<file path="config.mk">
export PLATFORM = sky130hd
export DESIGN_NAME = tbck_dec
export DESIGN_NICKNAME = d
export VERILOG_FILES = /design/src/rtl/tbck_dec_pkg.sv /design/src/rtl/tbck_ptr_mux.sv /design/src/rtl/tbck_dec.sv
export SDC_FILE = /design/constraint.sdc
export NUM_CORES = 1
export LEC_CHECK = 0
export CELL_PAD_IN_SITES_DETAIL_PLACEMENT = 1
export CELL_PAD_IN_SITES_GLOBAL_PLACEMENT = 1
export CORE_ASPECT_RATIO = 0.75
export CORE_UTILIZATION = 38
export CTS_CLUSTER_SIZE = 30
export DETAILED_ROUTE_END_ITERATION = 10
export GPL_ROUTABILITY_DRIVEN = 0
export PLACE_DENSITY_LB_ADDON = 0.1
export SLEW_MARGIN = 25
export SYNTH_ARGS = -nofsm -noshare
export SYNTH_HDL_FRONTEND = slang
export SYNTH_SLANG_ARGS = --single-unit
</file>
<file path="constraint.sdc">
create_clock -name clk -period 3.05 [get_ports clk]
set_input_delay 0.61 -clock clk [delete_from_list [all_inputs] [get_ports clk]]
set_output_delay 0.61 -clock clk [all_outputs]
set_load 0.02 [all_outputs]
</file>
<file path="src/rtl/tbck_dec_pkg.sv">
// Shared types and constants for the Viterbi traceback stage.
package tbck_dec_pkg;

  localparam int ST_W          = 2;
  localparam int TBCK_LEN_DEF  = 8;

  typedef logic [ST_W-1:0] st_t;

  typedef enum logic [1:0] {
    S_IDLE = 2'd0,
    S_RUN  = 2'd1,
    S_DONE = 2'd2
  } fsm_t;

endpackage

</file>
<file path="src/rtl/tbck_ptr_mux.sv">
// Predecessor selector: picks the survivor pointer belonging to the current node.
module tbck_ptr_mux
  import tbck_dec_pkg::*;
(
  input  logic [ST_W-1:0] node,
  input  logic [ST_W-1:0] prv_00,
  input  logic [ST_W-1:0] prv_01,
  input  logic [ST_W-1:0] prv_10,
  input  logic [ST_W-1:0] prv_11,
  output logic [ST_W-1:0] prv
);

  // 4:1 select on the current trellis state
  always_comb begin
    prv = prv_00;
    unique case (node)
      2'b00: prv = prv_00;
      2'b01: prv = prv_01;
      2'b10: prv = prv_10;
      2'b11: prv = prv_11;
      default: prv = prv_00;
    endcase
  end

endmodule

</file>
<file path="src/rtl/tbck_dec.sv">
// Traceback stage of the 4-state (K=3) Viterbi decoder.
// Optional build macro TBCK_DEC_REVERSE_EN: newest decoded bit lands in the
// MSB of data_out instead of the LSB.
//
//   state  | meaning
//   -------+-------------------------------------------------------------
//   S_IDLE | waiting for en_tbck; loads sel_node on start
//   S_RUN  | one traceback step per cycle, TBCK_LEN steps total
//   S_DONE | data_out valid, done_flag high; leaves when en_tbck drops
module tbck_dec
  import tbck_dec_pkg::*;
#(
  parameter int TBCK_LEN = TBCK_LEN_DEF
) (
  input  logic                clk,
  input  logic                rst,
  input  logic                en_tbck,
  input  logic [ST_W-1:0]     bck_prv_st_00,
  input  logic [ST_W-1:0]     bck_prv_st_01,
  input  logic [ST_W-1:0]     bck_prv_st_10,
  input  logic [ST_W-1:0]     bck_prv_st_11,
  input  logic [ST_W-1:0]     sel_node,
  output logic [TBCK_LEN-1:0] data_out,
  output logic                done_flag
);

  localparam int CNT_W = (TBCK_LEN > 1) ? $clog2(TBCK_LEN) : 1;
  localparam logic [CNT_W-1:0] CNT_LAST = CNT_W'(TBCK_LEN - 1);

  fsm_t                state;
  fsm_t                state_nxt;
  st_t                 node;
  st_t                 node_prv;
  logic [CNT_W-1:0]    cnt;
  logic [TBCK_LEN-1:0] sr;
  logic [TBCK_LEN-1:0] sr_nxt;
  logic                bit_dec;
  logic                last_step;

  tbck_ptr_mux u_ptr_mux (
    .node   (node),
    .prv_00 (bck_prv_st_00),
    .prv_01 (bck_prv_st_01),
    .prv_10 (bck_prv_st_10),
    .prv_11 (bck_prv_st_11),
    .prv    (node_prv)
  );

  // The state MSB is the input bit that drove the trellis into this state.
  assign bit_dec   = node[ST_W-1];
  assign last_step = (cnt == CNT_LAST);
  assign done_flag = (state == S_DONE);

  // Packing of the newly traced bit into the shift register
  always_comb begin
    sr_nxt = sr;
`ifdef TBCK_DEC_REVERSE_EN
    sr_nxt = {sr[TBCK_LEN-2:0], bit_dec};
`else
    sr_nxt = {bit_dec, sr[TBCK_LEN-1:1]};
`endif
  end

  // FSM state register
  always_ff @(posedge clk) begin
    if (rst) state <= S_IDLE;
    else     state <= state_nxt;
  end

  // FSM next-state logic; en_tbck is ignored while running
  always_comb begin
    state_nxt = state;
    unique case (state)
      S_IDLE:  if (en_tbck)   state_nxt = S_RUN;
      S_RUN:   if (last_step) state_nxt = S_DONE;
      S_DONE:  if (!en_tbck)  state_nxt = S_IDLE;
      default: state_nxt = S_IDLE;
    endcase
  end

  // Traceback datapath: node walk, step counter, shift register, output word
  always_ff @(posedge clk) begin
    if (rst) begin
      node     <= '0;
      cnt      <= '0;
      sr       <= '0;
      data_out <= '0;
    end else begin
      unique case (state)
        S_IDLE: begin
          if (en_tbck) begin
            node <= sel_node;
            cnt  <= '0;
            sr   <= '0;
          end
        end
        S_RUN: begin
          node <= node_prv;
          cnt  <= cnt + CNT_W'(1);
          sr   <= sr_nxt;
          if (last_step) data_out <= sr_nxt;
        end
        default: ;
      endcase
    end
  end

endmodule

</file>
**Word-level counts from Yosys, hierarchy flattened**

Index checks and enable logic that the tools add are counted.

- Register bits after elaboration: 23
- Input port bits: 13
- Logic and storage cells: 32

- Multiplexer cells: 11
- Eq/ne operators: 9
- $add $sub $neg: 1
- Reduce and logical (&&, ||, !) cells: 6

Operators by type and width:

| kind | count |
|---|---|
| 8-bit one-hot mux with 2 select lines | 1 |
| 2-bit 2-to-1 mux | 4 |
| 8-bit 2-to-1 mux | 1 |
| 2-bit one-hot mux with 4 select lines | 1 |
| 2-bit == test (second input constant) | 3 |
| 2-bit != test (second input constant) | 3 |
| 2-bit one-hot mux with 3 select lines | 1 |
| 3-bit one-hot mux with 2 select lines | 1 |
| 2-bit by 1-bit == test with 1-bit output (second input constant) | 2 |
| 2-bit logical NOT | 2 |
| 2-bit one-hot mux with 2 select lines | 1 |
| 2-bit AND reduction | 2 |
| 3-bit by 1-bit adder with 3-bit output (second input constant) | 1 |
| 3-bit == test (second input constant) | 1 |
| 3-bit 2-to-1 mux | 1 |
| 3-bit AND reduction | 1 |
| 2-bit nonzero test | 1 |

**Longest topological paths before layout**

- Depth in word-level cells: 3
- Mapped depth: 6
- Depth with buffers taken out: 5

**Modules after synthesis**

From an unflattened synthesis, not the netlist that was laid out.

- Cells, all modules: 93
- Area, all modules: 903.4 µm²

By module, submodules not included:

| module | sequential area each (µm²) | area an instance (µm²) | cells each | times used |
|---|---|---|---|---|
| tbck_dec | 440.4 | 850.8 | 91 | 1 |
| tbck_ptr_mux | 0.0 | 52.6 | 2 | 1 |

**Worst setup path after synthesis**

No wires, ideal clock.

- Path kind: flip-flop to output port
- From: register state[0]
- To: output done_flag
- Arrival: 758 ps
- Setup slack: 1682 ps
- Stages on the path, launching flop included: 3
- Buffers on the path: 1
- Cells stage by stage: dfxtp_1 > buf_6 > nor2b_1

- Word-level cells in the longest chain between the ends: 1

RTL lines:

| item | RTL line | source |
|---|---|---|
| start, declared | tbck_dec.sv:30 | `fsm_t state;` |
| start signal, assigned | tbck_dec.sv:67 | `else state <= state_nxt;` |
| 2-bit == test | tbck_dec.sv:52 | `assign done_flag = (state == S_DONE);` |
| end, declared | tbck_dec.sv:24 | `output logic done_flag` |

Every way passes these cells.

**Final worst setup path**

- From: register state[1]
- To: output done_flag

The elaborated chain is that of the path after synthesis.

==> impl_results.md <==
- Final Max Tran Viols: 0
- Final setup fails: 0
- Skew final: ~4.3 ps
- RSZ-0062 raised after global routing: no
- PortBufs: 21
- DP Area: approximately 1100 um2
- Clock network fraction of total power: 31.6%
- WHS: 460 ps
- Max VDD drop: 0.000226 V
- P_int: 0.392 mW
- Initial Util: 40.6%
- Post-CTS setup buffers: 0
- Lkg Pwr: 0.415 nW
- CP endpoint kind: output pin
- Synthesized flop and latch total: 22
- R2R Setup Slk: ~1500 ps
- Reg clk slew, reported paths: 120 ps
- Final Hold Vio Count: 0
- Die X: between 50 and 60 um
- Hold Path Class: reg2reg
- R2R depth: 5
- Combinational share of power: between 9 and 10%
- Pwr dens: 440 nW/um2
- Area Growth Syn to Fin: 23.7%
- # diodes: 0
- Unique masters post-synth: 22
- DRC errors left: 0
- Detailed placer's ending HPWL: 1620 um
- Crit Reg-Reg Endpoint: data_out[7]$_SDFFE_PP0P_
- Share of post-route cells with drive strength above 1: 7.63%
- Critical Path Start Type: flip-flop
- Primary FF master, synth: dfxtp_1
- Worst EP arrival: 1590 ps
- Syn_area_per_cell: 9.35 um2
- Net Sw Power: 0.122 mW
- Core area: 2330 um2
- Commonest cells after routing, fill and taps aside: dfxtp_1 (22), clkdlybuf4s50_1 (21), a21oi_1 (12), nor2_1 (11), nand2_1 (8)
- Synth Net Count: 116
- Maximum clock frequency: 455 MHz
- WS Path Type: reg2out
- Crit path time final: between 2000 and 2500 ps
- Synthesized area: 945 um2
- Hold_buf cts: 0
- 1st-iter DRT viols: 11
- Max Cap Viol: 0
- Worst-Skew Late Latency: around 310 ps
- EDFF count, synth: 0
- Clock Tree Buf Depth: 2
- Period utilisation layout: between 70% and 80%
- Status: complete, no violations
- Number of antenna violations at the first check in global routing: 0
- Sink Count: 22
- Largest net degree at the start of global routing: 23
- Switching share of power: 23.8%
- Final Instance Area: 1170 um2
- Die ar.: 2690 um2
- Total Wirelength: 2260 um
- YS warnings: 0
- Total Routing Usage GR: around a fifth
- CTS Buf Count: 3
- Req. time, crit path: 2440 ps
- Least-Margin Pin Slew: 798 ps
- Sequential element share of the synthesized area: 46.6%
- Vias/cell: 5.05
- Hold depth: 2
- Hold Crit Endpoint: data_out[1]$_SDFFE_PP0P_
- First-pass GRT wire length: 3720 um
- Post-Syn Instances: 101
- # rows: 15
- Async set-reset flop share out of synthesis: 0%
- Post-detailed-route count of antenna-violating nets: 0
- Layout fillers: 288
- Slew HR: 46.6%
- Vias in the first global route: 769
- Hold path startpoint: data_out[1]$_SDFFE_PP0P_
- I/O pin count: 22
- Routed vias: 767
- Wire per inst: around 15 um
- Htree depth: 1
- Commonest non-fill, non-tap cell in the layout: dfxtp_1
- Root buffer cell: clkbuf_4
- CTS tree: done
- Flop pwr share: 58.5%
- Setup TNS Final: 0 ps
- Worst r2r src: cnt[0]$_SDFFE_PP0P_
- Die Ht: 45.2 um
- Total iterations of the first detailed-routing run: 4
- Crit path max fanout: 7
- Total grt overflow: 0
- Fin nets: 134
- # resized after CTS: 0
-- registers in the layout, summed over array words and instances (netlist names) --
name	count
node	2
data_out	8
cnt	3
sr	7
state	2
-- how the worst max path moves through the flow --
stage	slack [ps]	from	to	depth (start not counted)
floorplan	1680	state[0]$_SDFFE_PP0P_	done_flag	2
global placement	1060	en_tbck	node[1]$_SDFFE_PP0P_	4
detailed placement	1020	en_tbck	node[0]$_SDFFE_PP0P_	4
CTS	830	state[1]$_SDFFE_PP0P_	done_flag	2
global route	750	state[1]$_SDFFE_PP0P_	done_flag	2
finish	850	state[1]$_SDFFE_PP0P_	done_flag	2
-- power by group through the flow --
stage                     clock (mW)  combinational, mW  sequential [mW]
after global routing           0.180             0.0571            0.303
final                          0.162             0.0509            0.301
after global placement             0             0.0490            0.307
after CTS                      0.168             0.0517            0.301
after detailed placement           0             0.0513            0.308
after floorplan                    0             0.0417            0.302
-- final cells by class --
cell class | count | area [um2] | share of cell area, %
Sequential cell | 22 | 440 | 37.7
Multi-Input combinational cell | 67 | 424 | 36.3
Timing Repair Buffer | 21 | 210 | 18.0
Tap cell | 34 | 42.5 | 3.64
Clock buffer | 4 | 36.3 | 3.10
Inverter | 4 | 15.0 | 1.28
-- critical path, cell delays in order, from the launching register on --
cell and delay (ps):
dfxtp_1 440, nor2b_1 210, clkdlybuf4s50_1 630
-- synth_stat cells (2+ instances only) --
master / count / area (um2)
buf_6: 4 / 45.0
dfxtp_1: 22 / 440
a22oi_1: 7 / 52.6
nor3_1: 4 / 20.0
nand2_1: 8 / 30.0
nand3_1: 7 / 35.0
a21oi_1: 12 / 60.1
inv_1: 4 / 15.0
mux2i_1: 6 / 60.1
o41a_1: 2 / 22.5
clkbuf_1: 2 / 7.51
a22oi_2: 2 / 25.0
ha_1: 2 / 25.0
nor2_1: 11 / 41.3
-- metal layers --
metal	global-route usage [%]	wire (um)
met1	23.2	1040
met2	33.3	1060
met3	6.30	93
met4	11.2	61
met5	0	0
-- logic make-up (layout without fill, tap and decap cells) --
group	Yosys count	count (layout)	synth area share (%)
and+or+nand+nor	34	34	17.0
adders and majority gates	2	2	2.65
DFF	22	22	46.6
buffers and inverters	12	29	8.48
AOI/OAI and AO/OA	25	25	18.9
muxes	6	6	6.36
-- stage by stage --
step | cells | worst slack (ps) | power (mW) | utilization (%)
floorplan | 101 | 1680 | 0.344 | -
global placement | 148 | 1060 | 0.356 | 48.7
detailed placement | 148 | 1020 | 0.359 | 48.7
CTS | 152 | 830 | 0.521 | 50.2
global route | 152 | 746 | 0.540 | 50.2
finish | 152 | 851 | 0.514 | 50.2
Note: power is estimated with default switching activity, not from simulation.
